`src/rtl/pc_fetch_unit.sv`:
```
// -----------------------------------------------------------------------------
// pc_fetch_unit
//
// Instruction-fetch and next-PC stage of the single-cycle RISC-V core.
// Holds the program counter, fetches one instruction word at a time from
// instruction memory over a ready handshake, presents it to the control
// decoder for one EXEC cycle, then selects the next PC from the decoder's
// branch/jump strobes and the ALU flags. Also counts retired instructions.
//
// Sequence per instruction: FETCH (1 + wait cycles) -> EXEC (1 cycle).
// One IDLE cycle follows reset before the first fetch.
//
// Parameters:
//   PC_WIDTH        width of PC, addresses, immediates and targets
//   RESET_PC        PC value loaded on reset
//
// Ports:
//   clk             rising-edge clock
//   reset           asynchronous, active-high reset
//   beq_in..bge_in  branch-type strobes from control
//   jal_in          instruction is jal
//   jalr_in         instruction is jalr
//   zero_in         ALU equal flag (rs1 == rs2)
//   lt_in           ALU signed less-than flag (rs1 < rs2)
//   imm_in          sign-extended B/J offset
//   jalr_target_in  ALU result rs1+imm for jalr
//   imem_req        fetch request (registered, high throughout FETCH)
//   imem_addr       fetch address, equal to pc_out
//   imem_ready      imem_rdata valid this cycle (looked at only in FETCH)
//   imem_rdata      fetched instruction word
//   instr_out       latched instruction word, feeds the decoder
//   instr_valid     high for exactly the one EXEC cycle of each instruction
//   pc_out          current PC
//   pc_plus4_out    pc_out + 4, link value for jal/jalr
//   instret_out     retired-instruction count (wraps)
//   trap_out        misaligned-target trap
//
// Configuration macro:
//   PC_MISALIGN_TRAP_EN  when defined, a next PC with bit 1 set enters the
//                        terminal TRAP state (pc keeps the faulting target).
//                        When undefined, next PC bits [1:0] are cleared,
//                        TRAP is unreachable and trap_out is tied low.
// -----------------------------------------------------------------------------
module pc_fetch_unit #(
   parameter int                  PC_WIDTH = 32,
   parameter logic [PC_WIDTH-1:0] RESET_PC = PC_WIDTH'(32'h0040_0000)
) (
   input  logic                clk,
   input  logic                reset,
   input  logic                beq_in,
   input  logic                bne_in,
   input  logic                blt_in,
   input  logic                bge_in,
   input  logic                jal_in,
   input  logic                jalr_in,
   input  logic                zero_in,
   input  logic                lt_in,
   input  logic [PC_WIDTH-1:0] imm_in,
   input  logic [PC_WIDTH-1:0] jalr_target_in,
   output logic                imem_req,
   output logic [PC_WIDTH-1:0] imem_addr,
   input  logic                imem_ready,
   input  logic [31:0]         imem_rdata,
   output logic [31:0]         instr_out,
   output logic                instr_valid,
   output logic [PC_WIDTH-1:0] pc_out,
   output logic [PC_WIDTH-1:0] pc_plus4_out,
   output logic [31:0]         instret_out,
   output logic                trap_out
);

   localparam logic [31:0] NOP_INSTR = 32'h0000_0013;  // addi x0, x0, 0

   typedef enum logic [1:0] {
      S_IDLE,
      S_FETCH,
      S_EXEC,
      S_TRAP
   } state_t;

   state_t              state;
   logic [PC_WIDTH-1:0] pc_q;
   logic [PC_WIDTH-1:0] raw_next_pc;
   logic [PC_WIDTH-1:0] next_pc;
   logic                taken;

   assign pc_out       = pc_q;
   assign imem_addr    = pc_q;
   assign pc_plus4_out = pc_q + PC_WIDTH'(4);

   // Several strobes at once simply OR together; control never relies on it.
   assign taken = (beq_in &  zero_in) | (bne_in & ~zero_in) |
                  (blt_in &  lt_in)   | (bge_in & ~lt_in);

   // NOTE: every output of a combinational block gets a default first so no
   // path leaves it unassigned and no latch is inferred.
   always_comb begin
      raw_next_pc = pc_plus4_out;
      if (jalr_in) begin
         raw_next_pc = {jalr_target_in[PC_WIDTH-1:1], 1'b0};
      end else if (jal_in || taken) begin
         raw_next_pc = pc_q + imm_in;
      end
   end

   // jalr always clears bit 0 of the target, so that bit is never consumed.
`ifdef PC_MISALIGN_TRAP_EN
   logic unused_target_lsb;
   assign unused_target_lsb = jalr_target_in[0];
   assign next_pc           = raw_next_pc;
`else
   logic unused_pc_bits;
   assign unused_pc_bits = ^{jalr_target_in[0], raw_next_pc[1:0]};
   assign next_pc        = {raw_next_pc[PC_WIDTH-1:2], 2'b00};
   assign trap_out       = 1'b0;
`endif

   // imem_req / instr_valid / trap_out are registered: they are set on the
   // edge that enters the state in which they must be high.
   // NOTE: all state here is sequential, so every assignment is non-blocking;
   // blocking assignments would make results depend on statement order.
   always_ff @(posedge clk or posedge reset) begin
      if (reset) begin
         state       <= S_IDLE;
         pc_q        <= RESET_PC;
         instr_out   <= NOP_INSTR;
         instr_valid <= 1'b0;
         imem_req    <= 1'b0;
         instret_out <= '0;
`ifdef PC_MISALIGN_TRAP_EN
         trap_out    <= 1'b0;
`endif
      end else begin
         case (state)
            S_IDLE: begin
               state    <= S_FETCH;
               imem_req <= 1'b1;
            end

            S_FETCH: begin
               if (imem_ready) begin
                  instr_out   <= imem_rdata;
                  state       <= S_EXEC;
                  imem_req    <= 1'b0;
                  instr_valid <= 1'b1;
               end
            end

            S_EXEC: begin
               pc_q        <= next_pc;
               instret_out <= instret_out + 32'd1;
               instr_valid <= 1'b0;
`ifdef PC_MISALIGN_TRAP_EN
               if (next_pc[1]) begin
                  state    <= S_TRAP;
                  trap_out <= 1'b1;
               end else begin
                  state    <= S_FETCH;
                  imem_req <= 1'b1;
               end
`else
               state    <= S_FETCH;
               imem_req <= 1'b1;
`endif
            end

            S_TRAP: begin
               // Terminal until reset; everything holds.
               state <= S_TRAP;
            end

            default: begin
               state <= S_IDLE;
            end
         endcase
      end
   end

endmodule

```
`config.mk`:
```
export PLATFORM = sky130hd
export DESIGN_NAME = pc_fetch_unit
export DESIGN_NICKNAME = d
export VERILOG_FILES = /design/src/rtl/pc_fetch_unit.sv
export SDC_FILE = /design/constraint.sdc
export NUM_CORES = 1
export LEC_CHECK = 0
export CORE_AREA = 2 2 135 137
export DETAILED_ROUTE_END_ITERATION = 7
export DIE_AREA = 0 0 137 139
export PLACE_DENSITY = 0.77
export SETUP_SLACK_MARGIN = 0.2
export SYNTH_ARGS = -nofsm -noshare
export SYNTH_HDL_FRONTEND = slang
export SYNTH_SLANG_ARGS = --single-unit
export TNS_END_PERCENT = 1
```
`constraint.sdc`:
```
create_clock -name clk -period 2.95 [get_ports clk]
set_input_delay 0.59 -clock clk [delete_from_list [all_inputs] [get_ports clk]]
set_output_delay 0.59 -clock clk [all_outputs]
set_load 0.1 [all_outputs]
```
; Word level (Yosys, flattened, before mapping)
; Cells that the tools add are included.
[totals]
register_bits = 98
in_bits = 107
output_inout_bits = 163
word_cells = 38
[op_classes]
add_sub_neg = 3
n_eq_ne = 4
n_mux = 8
bitwise = 9
n_reduce_logical = 8
[ops]
columns = cell, count
row1 = 32-bit two-way mux, 2
row2 = 32-bit by 1-bit adder with 32-bit output (second input constant), 1
row3 = 32-bit by 3-bit adder with 32-bit output (second input constant), 1
row4 = 32-bit adder, 1
row5 = 2-bit one-hot mux with 3 select lines, 1
row6 = 2-bit AND reduction, 3
row7 = 1-bit bitwise AND, 4
row8 = 2-bit equality test (second input constant), 2
row9 = 1-bit one-hot mux with 2 select lines, 2
row10 = 2-bit nonzero test, 2
row11 = 1-bit OR, 3
row12 = 2-bit by 1-bit equality test with 1-bit output (second input constant), 1
row13 = 2-bit logical NOT, 1
row14 = 1-bit two-way mux, 2
row15 = 2-bit two-way mux, 1
row16 = 2-bit inequality test (second input constant), 1
row17 = 1-bit inverter, 2
row18 = 2-bit OR reduction, 1
row19 = 1-bit logical OR, 1

; Logic depth before layout (Yosys ltp)
; Gate-level depths: netlist (run 1).
[depth]
ltp_word = 8
ltp_mapped = 9
depth_no_buf = 9

; Least setup slack after synthesis (run 1)
; Ideal clock, no wire load.
[synth_timing]
path_type = flip-flop to output port
startpoint = register pc_q[3], in the netlist imem_addr[3]
endpoint = output port pc_plus4_out[28]
t_arrival_ns = 3.945
required_time_ns = 2.360
setup_slack_ns = -1.585
path_stages_with_launch = 7
path_buffers = 0
cell_sequence = dfrtp_1 > ha_1 > nand3_1 > nor4_2 > nand3_1 > nor3_2 > xor2_1
[synth_via]
elab_chain_len = 1
[synth_lines]
columns = item, line
row1 = from (decl), 82  ; logic [PC_WIDTH-1:0] pc_q;
row2 = from (signal assigned), 150  ; pc_q <= next_pc;
row3 = 32-bit by 3-bit adder with 32-bit output, 89  ; assign pc_plus4_out = pc_q + PC_WIDTH'(4);
row4 = to (decl), 67  ; output logic [PC_WIDTH-1:0] pc_plus4_out,
; Every way passes these cells.

; Worst setup path after layout (run 1)
[layout_timing]
startpoint = register pc_q[14], in the netlist imem_addr[14]
endpoint = output port pc_plus4_out[31]
; The elaborated chain is that of the path after synthesis.

==> results of run 1 <==
==> layer usage <==
layer  share of wire  vias to the layer above  GRT usage
met1            0.41                     3604      0.343
met2            0.49                      336      0.425
li1                -                     3532          -
met4           0.027                        0     0.0922
met3           0.077                       43     0.0347
met5               0                        -          0
==> registers in the layout, indices dropped and copies added (netlist names) <==
signal / cells
imem_req: 1
imem_addr: 30
instr_out: 32
instr_valid: 1
instret_out: 32
state: 2
==> cell usage after synthesis, types with 8 or more instances <==
master | number | area (µm²)
buf_4 | 37 | 278
inv_1 | 14 | 52.6
or3_1 | 14 | 87.6
nor2_1 | 54 | 203
xor2_1 | 23 | 201
xnor2_1 | 43 | 377
ha_1 | 31 | 388
mux2_2 | 37 | 417
a21o_1 | 20 | 150
clkbuf_1 | 21 | 78.8
nand3_1 | 34 | 170
and3_1 | 13 | 81.3
nor3_1 | 12 | 60.1
o22ai_1 | 8 | 50.1
o31ai_1 | 8 | 60.1
nand4_1 | 18 | 113
a21oi_1 | 57 | 285
nand2_1 | 88 | 330
dfrtp_1 | 94 | 2350
o21ai_0 | 44 | 220
==> area by class of cell <==
class | count | area, µm² | area share
Timing Repair Buffer | 384 | 3500 | 0.307
Clock buffer | 10 | 229 | 0.0201
Multi-Input combinational cell | 627 | 4790 | 0.420
Tap cell | 229 | 287 | 0.0251
Inverter | 14 | 56.3 | 0.00493
Clock inverter | 6 | 71.3 | 0.00625
Sequential cell | 98 | 2480 | 0.217
==> logic make-up after synthesis <==
group | count (synthesis) | synth area share
compound gates | 203 | 0.184
xor+xnor | 68 | 0.0864
fa+ha+maj | 32 | 0.0577
buf+inv | 77 | 0.0621
flops | 98 | 0.348
mux | 41 | 0.0646
other cells | 1 | 0.000530
simple gates | 276 | 0.197
==> worst max-delay path: cells and delay by family (launching register included) <==
family / cells / cell delay (ns)
buffers and inverters: 2 / 0.35
DFF: 1 / 0.47
xor gates and xnor gates: 1 / 0.18
and+or+nand+nor: 4 / 0.95
==> metrics by stage <==
stage	hold WS, ns	std cells	utilization
finish	0.478	1368	0.646
detailed placement	0.474	1339	0.610
global placement	0.462	1339	0.610
CTS	0.484	1367	0.637
floorplan	0.489	802	-
global route	0.513	1368	0.646
==> repair_timing <==
item,4_1_cts,5_1_grt
pin swaps,14,24
endpoints found under the setup margin,22,37
gates resized for setup,16,39
setup buffers,12,1
hold buffers,0,0
cloned,0,0
==> worst max path at each step <==
stage,start,end,slack [ns],cells after the start
final,imem_addr[14],pc_plus4_out[31],0.05,7
after global routing,imem_addr[3],pc_plus4_out[18],-0.04,8
after CTS,imem_addr[10],pc_plus4_out[28],0.04,7
after detailed placement,imm_in[2],imem_addr[24],-0.33,11
after global placement,imm_in[2],imem_addr[24],-0.28,11
after floorplan,imem_addr[3],pc_plus4_out[28],-0.40,6
==> metrics.txt, run 1 <==
flops & latches, synth 98; routed vias 7515; hold endpoint instret_out[31]; most common cell after layout, fill and taps aside buf_4; # fillers 1437; IO Port Bufs 258; FMAX 0.345 GHz; Period minus WS final 2.90 ns; Worst path slowest cell or3_4; dpl cell area 10800 µm²; DR WL/cell 18.3 µm; Cell Area, Synth 7070 µm²; FF-to-FF setup slack 0.17 ns; first-pass GRT wire length 38400 µm; worst path cell trace and2_4 -> nand4_1 -> or3_4 -> buf_4 -> nor2_4 -> xor2_4 -> buf_12; synth warn 0; critical path's largest stage delay 0.48 ns; Most used DFF post-synth dfrtp_1; largest net degree at the start of global routing 99; Reg2Reg Depth 11; worst setup margin 0.0530 ns; Nets 1273; beginning of the worst register-to-register path imem_addr[2]; total core area 17700 µm²; CTS max path bufs 2; grt ovf 0; Die ar. 19000 µm²; CTS tree built; final instance area 11400 µm²; root buf cell clkbuf_16; terminus of the critical flop-to-flop path imem_addr[24]; fraction of registers with async set or reset after synthesis 1.00; Routed WL 25000 µm; Hold Path Origin instret_out[31]; setup_tns 0 ns; sequential area share after synthesis 0.348; fraction of layout cells with a size suffix above 1 0.378; synthesis-to-finish area growth 61.4%; Final ANT Viol Nets 0; row cnt 49; Place WS -0.327 ns; setup repair after global routing missed its margin yes; Worst-Margin Slew 0.548 ns; Slew Limit Fails 0; Synth Area per Inst 8.88 µm²; Worst Path Max Fanout 7; critical path launch point type flop; clock buffer count from CTS 9; # IOs 270; Worst Setup End Kind primary output; status complete, no violations; Worst Path Arrival 2.31 ns; ant diodes 0; # setup viols final 0; drt drc 0; distinct cell type count after synthesis 69; H-tree lvl count 3; most frequent cells in the layout buf_4, clkdlybuf4s50_1, nand2_1, dfrtp_1, nor2_1; placed wire-length estimate 19600 µm; initial DRC count 512; Post-synth EDFFs 0; Clock Latency Late Sink 0.35 ns; vias in the first global route 7312; vias per inst 5.49; worst setup path category reg2out; Hold/Removal Path Class reg2reg; CTS Sinks 98; hold path cells 1; Clock Pin Slew Worst Setup and Hold Paths 0.07 ns; placer congestion estimate 0.890; Total GRT Usage 0.258; max-capacitance violation count 0; Die Ht 139 µm; router iterations before antenna repair 5; final period utilization 0.982; die width 137 µm; Starting Density 0.400; max_slew headroom 0.633; Cells after Synth 796; Worst EP required 2.36 ns; final hold violations 0; initial antenna violation count 0; Clock Skew 0.00883 ns
Power of run 1 is left out: the tool's default activity adds up to more than one toggle a clock period on the data nets, which glitch-free logic cannot reach.
==> inputs of run 2 (changes only) <==
--- a/config.mk
+++ b/config.mk
@@ -5,10 +5,10 @@
 export SDC_FILE = /design/constraint.sdc
 export NUM_CORES = 1
 export LEC_CHECK = 0
-export CORE_AREA = 2 2 135 137
+export CORE_AREA = 2 2 129 131
 export DETAILED_ROUTE_END_ITERATION = 7
-export DIE_AREA = 0 0 137 139
-export PLACE_DENSITY = 0.77
+export DIE_AREA = 0 0 131 133
+export PLACE_DENSITY = 0.8
 export SETUP_SLACK_MARGIN = 0.2
 export SYNTH_ARGS = -nofsm -noshare
 export SYNTH_HDL_FRONTEND = slang
==> constraint.sdc (replaced) <==
create_clock -name clk -period 3.3 [get_ports clk]
set_input_delay 0.66 -clock clk [delete_from_list [all_inputs] [get_ports clk]]
set_output_delay 0.66 -clock clk [all_outputs]
set_load 0.1 [all_outputs]
==> metrics.txt, run 2 (same netlist as run 1, synthesis figures left out) <==
Period minus WS final 3.17 ns; max_slew headroom 0.549; CTS tree built; ant diodes 0; Hold/Removal Path Class reg2reg; row cnt 47; final period utilization 0.960; root buf cell clkbuf_16; FF-to-FF setup slack 0.44 ns; placer congestion estimate 0.937; router iterations before antenna repair 5; Reg2Reg Depth 8; Slew Limit Fails 0; die width 131 µm; max-capacitance violation count 0; hold path cells 1; Die Ht 133 µm; synthesis-to-finish area growth 49.9%; worst setup path category reg2out; hold endpoint instret_out[31]; Worst Path Arrival 2.51 ns; largest net degree at the start of global routing 49; FMAX 0.316 GHz; vias in the first global route 6998; Worst Path Max Fanout 6; vias per inst 5.54; Worst-Margin Slew 0.677 ns; CTS Sinks 98; Final ANT Viol Nets 0; Hold Path Origin instret_out[31]; Clock Pin Slew Worst Setup and Hold Paths 0.07 ns; initial DRC count 409; most frequent cells in the layout buf_4, clkdlybuf4s50_1, nand2_1, dfrtp_1, a21oi_1; H-tree lvl count 3; first-pass GRT wire length 36700 µm; status complete, no violations; Clock Skew 0.0152 ns; setup repair after global routing missed its margin yes; initial antenna violation count 0; total core area 16200 µm²; Clock Latency Late Sink 0.36 ns; CTS max path bufs 2; critical path launch point type flop; DR WL/cell 18.5 µm; # fillers 1362; hold slack 0.486 ns; Worst EP required 2.64 ns; placed wire-length estimate 18800 µm; Total GRT Usage 0.273; Worst Setup End Kind primary output; Die ar. 17400 µm²; Starting Density 0.437; drt drc 0; IO Port Bufs 258; fraction of layout cells with a size suffix above 1 0.315; clock buffer count from CTS 9; # setup viols final 0; Nets 1215; # IOs 270; routed vias 7211; most common cell after layout, fill and taps aside buf_4; terminus of the critical flop-to-flop path imem_addr[31]; grt ovf 0; final hold violations 0; beginning of the worst register-to-register path imem_addr[5]; Routed WL 24100 µm
run 2: layout make-up:
type | instances | area [µm²] | area share
clock buffer | 10 | 239 | 0.0226
clock inverter | 6 | 56.3 | 0.00531
inverter | 14 | 55.1 | 0.00519
multi-input combinational | 627 | 4540 | 0.428
sequential | 98 | 2480 | 0.234
tap | 220 | 275 | 0.0260
timing repair buffer | 326 | 2950 | 0.279
run 2: timing repair:
item | in CTS | in global routing
buffers inserted | 13 | 0
setup endpoints to repair | 12 | 15
pin swaps | 1 | 0
hold buffers | 0 | 0
gates resized for setup | 8 | 1
run 2: metrics by stage:
step	area, µm²	TNS, ns	cells	setup WS [ns]	utilization
after floorplan	7410	-4.26	802	-0.217	-
after global placement	10200	-0.00421	1272	-0.00421	0.628
after detailed placement	10200	-0.0130	1272	-0.00989	0.628
after CTS	10600	0	1301	0.178	0.655
after global routing	10600	0	1301	0.0658	0.655
final	10600	0	1301	0.131	0.655
run 2: layer usage:
layer | up-vias | wire length (µm) | GRT usage
met5 | - | 0 | 0
met4 | 0 | 663 | 0.0851
met3 | 46 | 1870 | 0.0481
met2 | 331 | 11700 | 0.462
met1 | 3429 | 9900 | 0.354
li1 | 3405 | - | -
run 2: worst max path at each step:
stage,start,to,slack [ns],cells after the start
final,imem_addr[5],pc_plus4_out[31],0.13,7
after global placement,imm_in[2],imem_addr[24],-0.004,11
after global routing,imem_addr[5],pc_plus4_out[31],0.07,7
after CTS,imem_addr[5],pc_plus4_out[31],0.18,7
after floorplan,imem_addr[3],pc_plus4_out[6],-0.22,3
after detailed placement,imm_in[2],imem_addr[24],-0.01,11
run 2: critical path, stage by stage (launching register included):
cell     delay, ns
dfrtp_2       0.41
nand4_2       0.22
or2_4         0.35
or3_4         0.44
buf_4         0.19
nor2_4        0.17
xor2_4        0.18
buf_12        0.19
Power of run 2 is left out for the same reason.
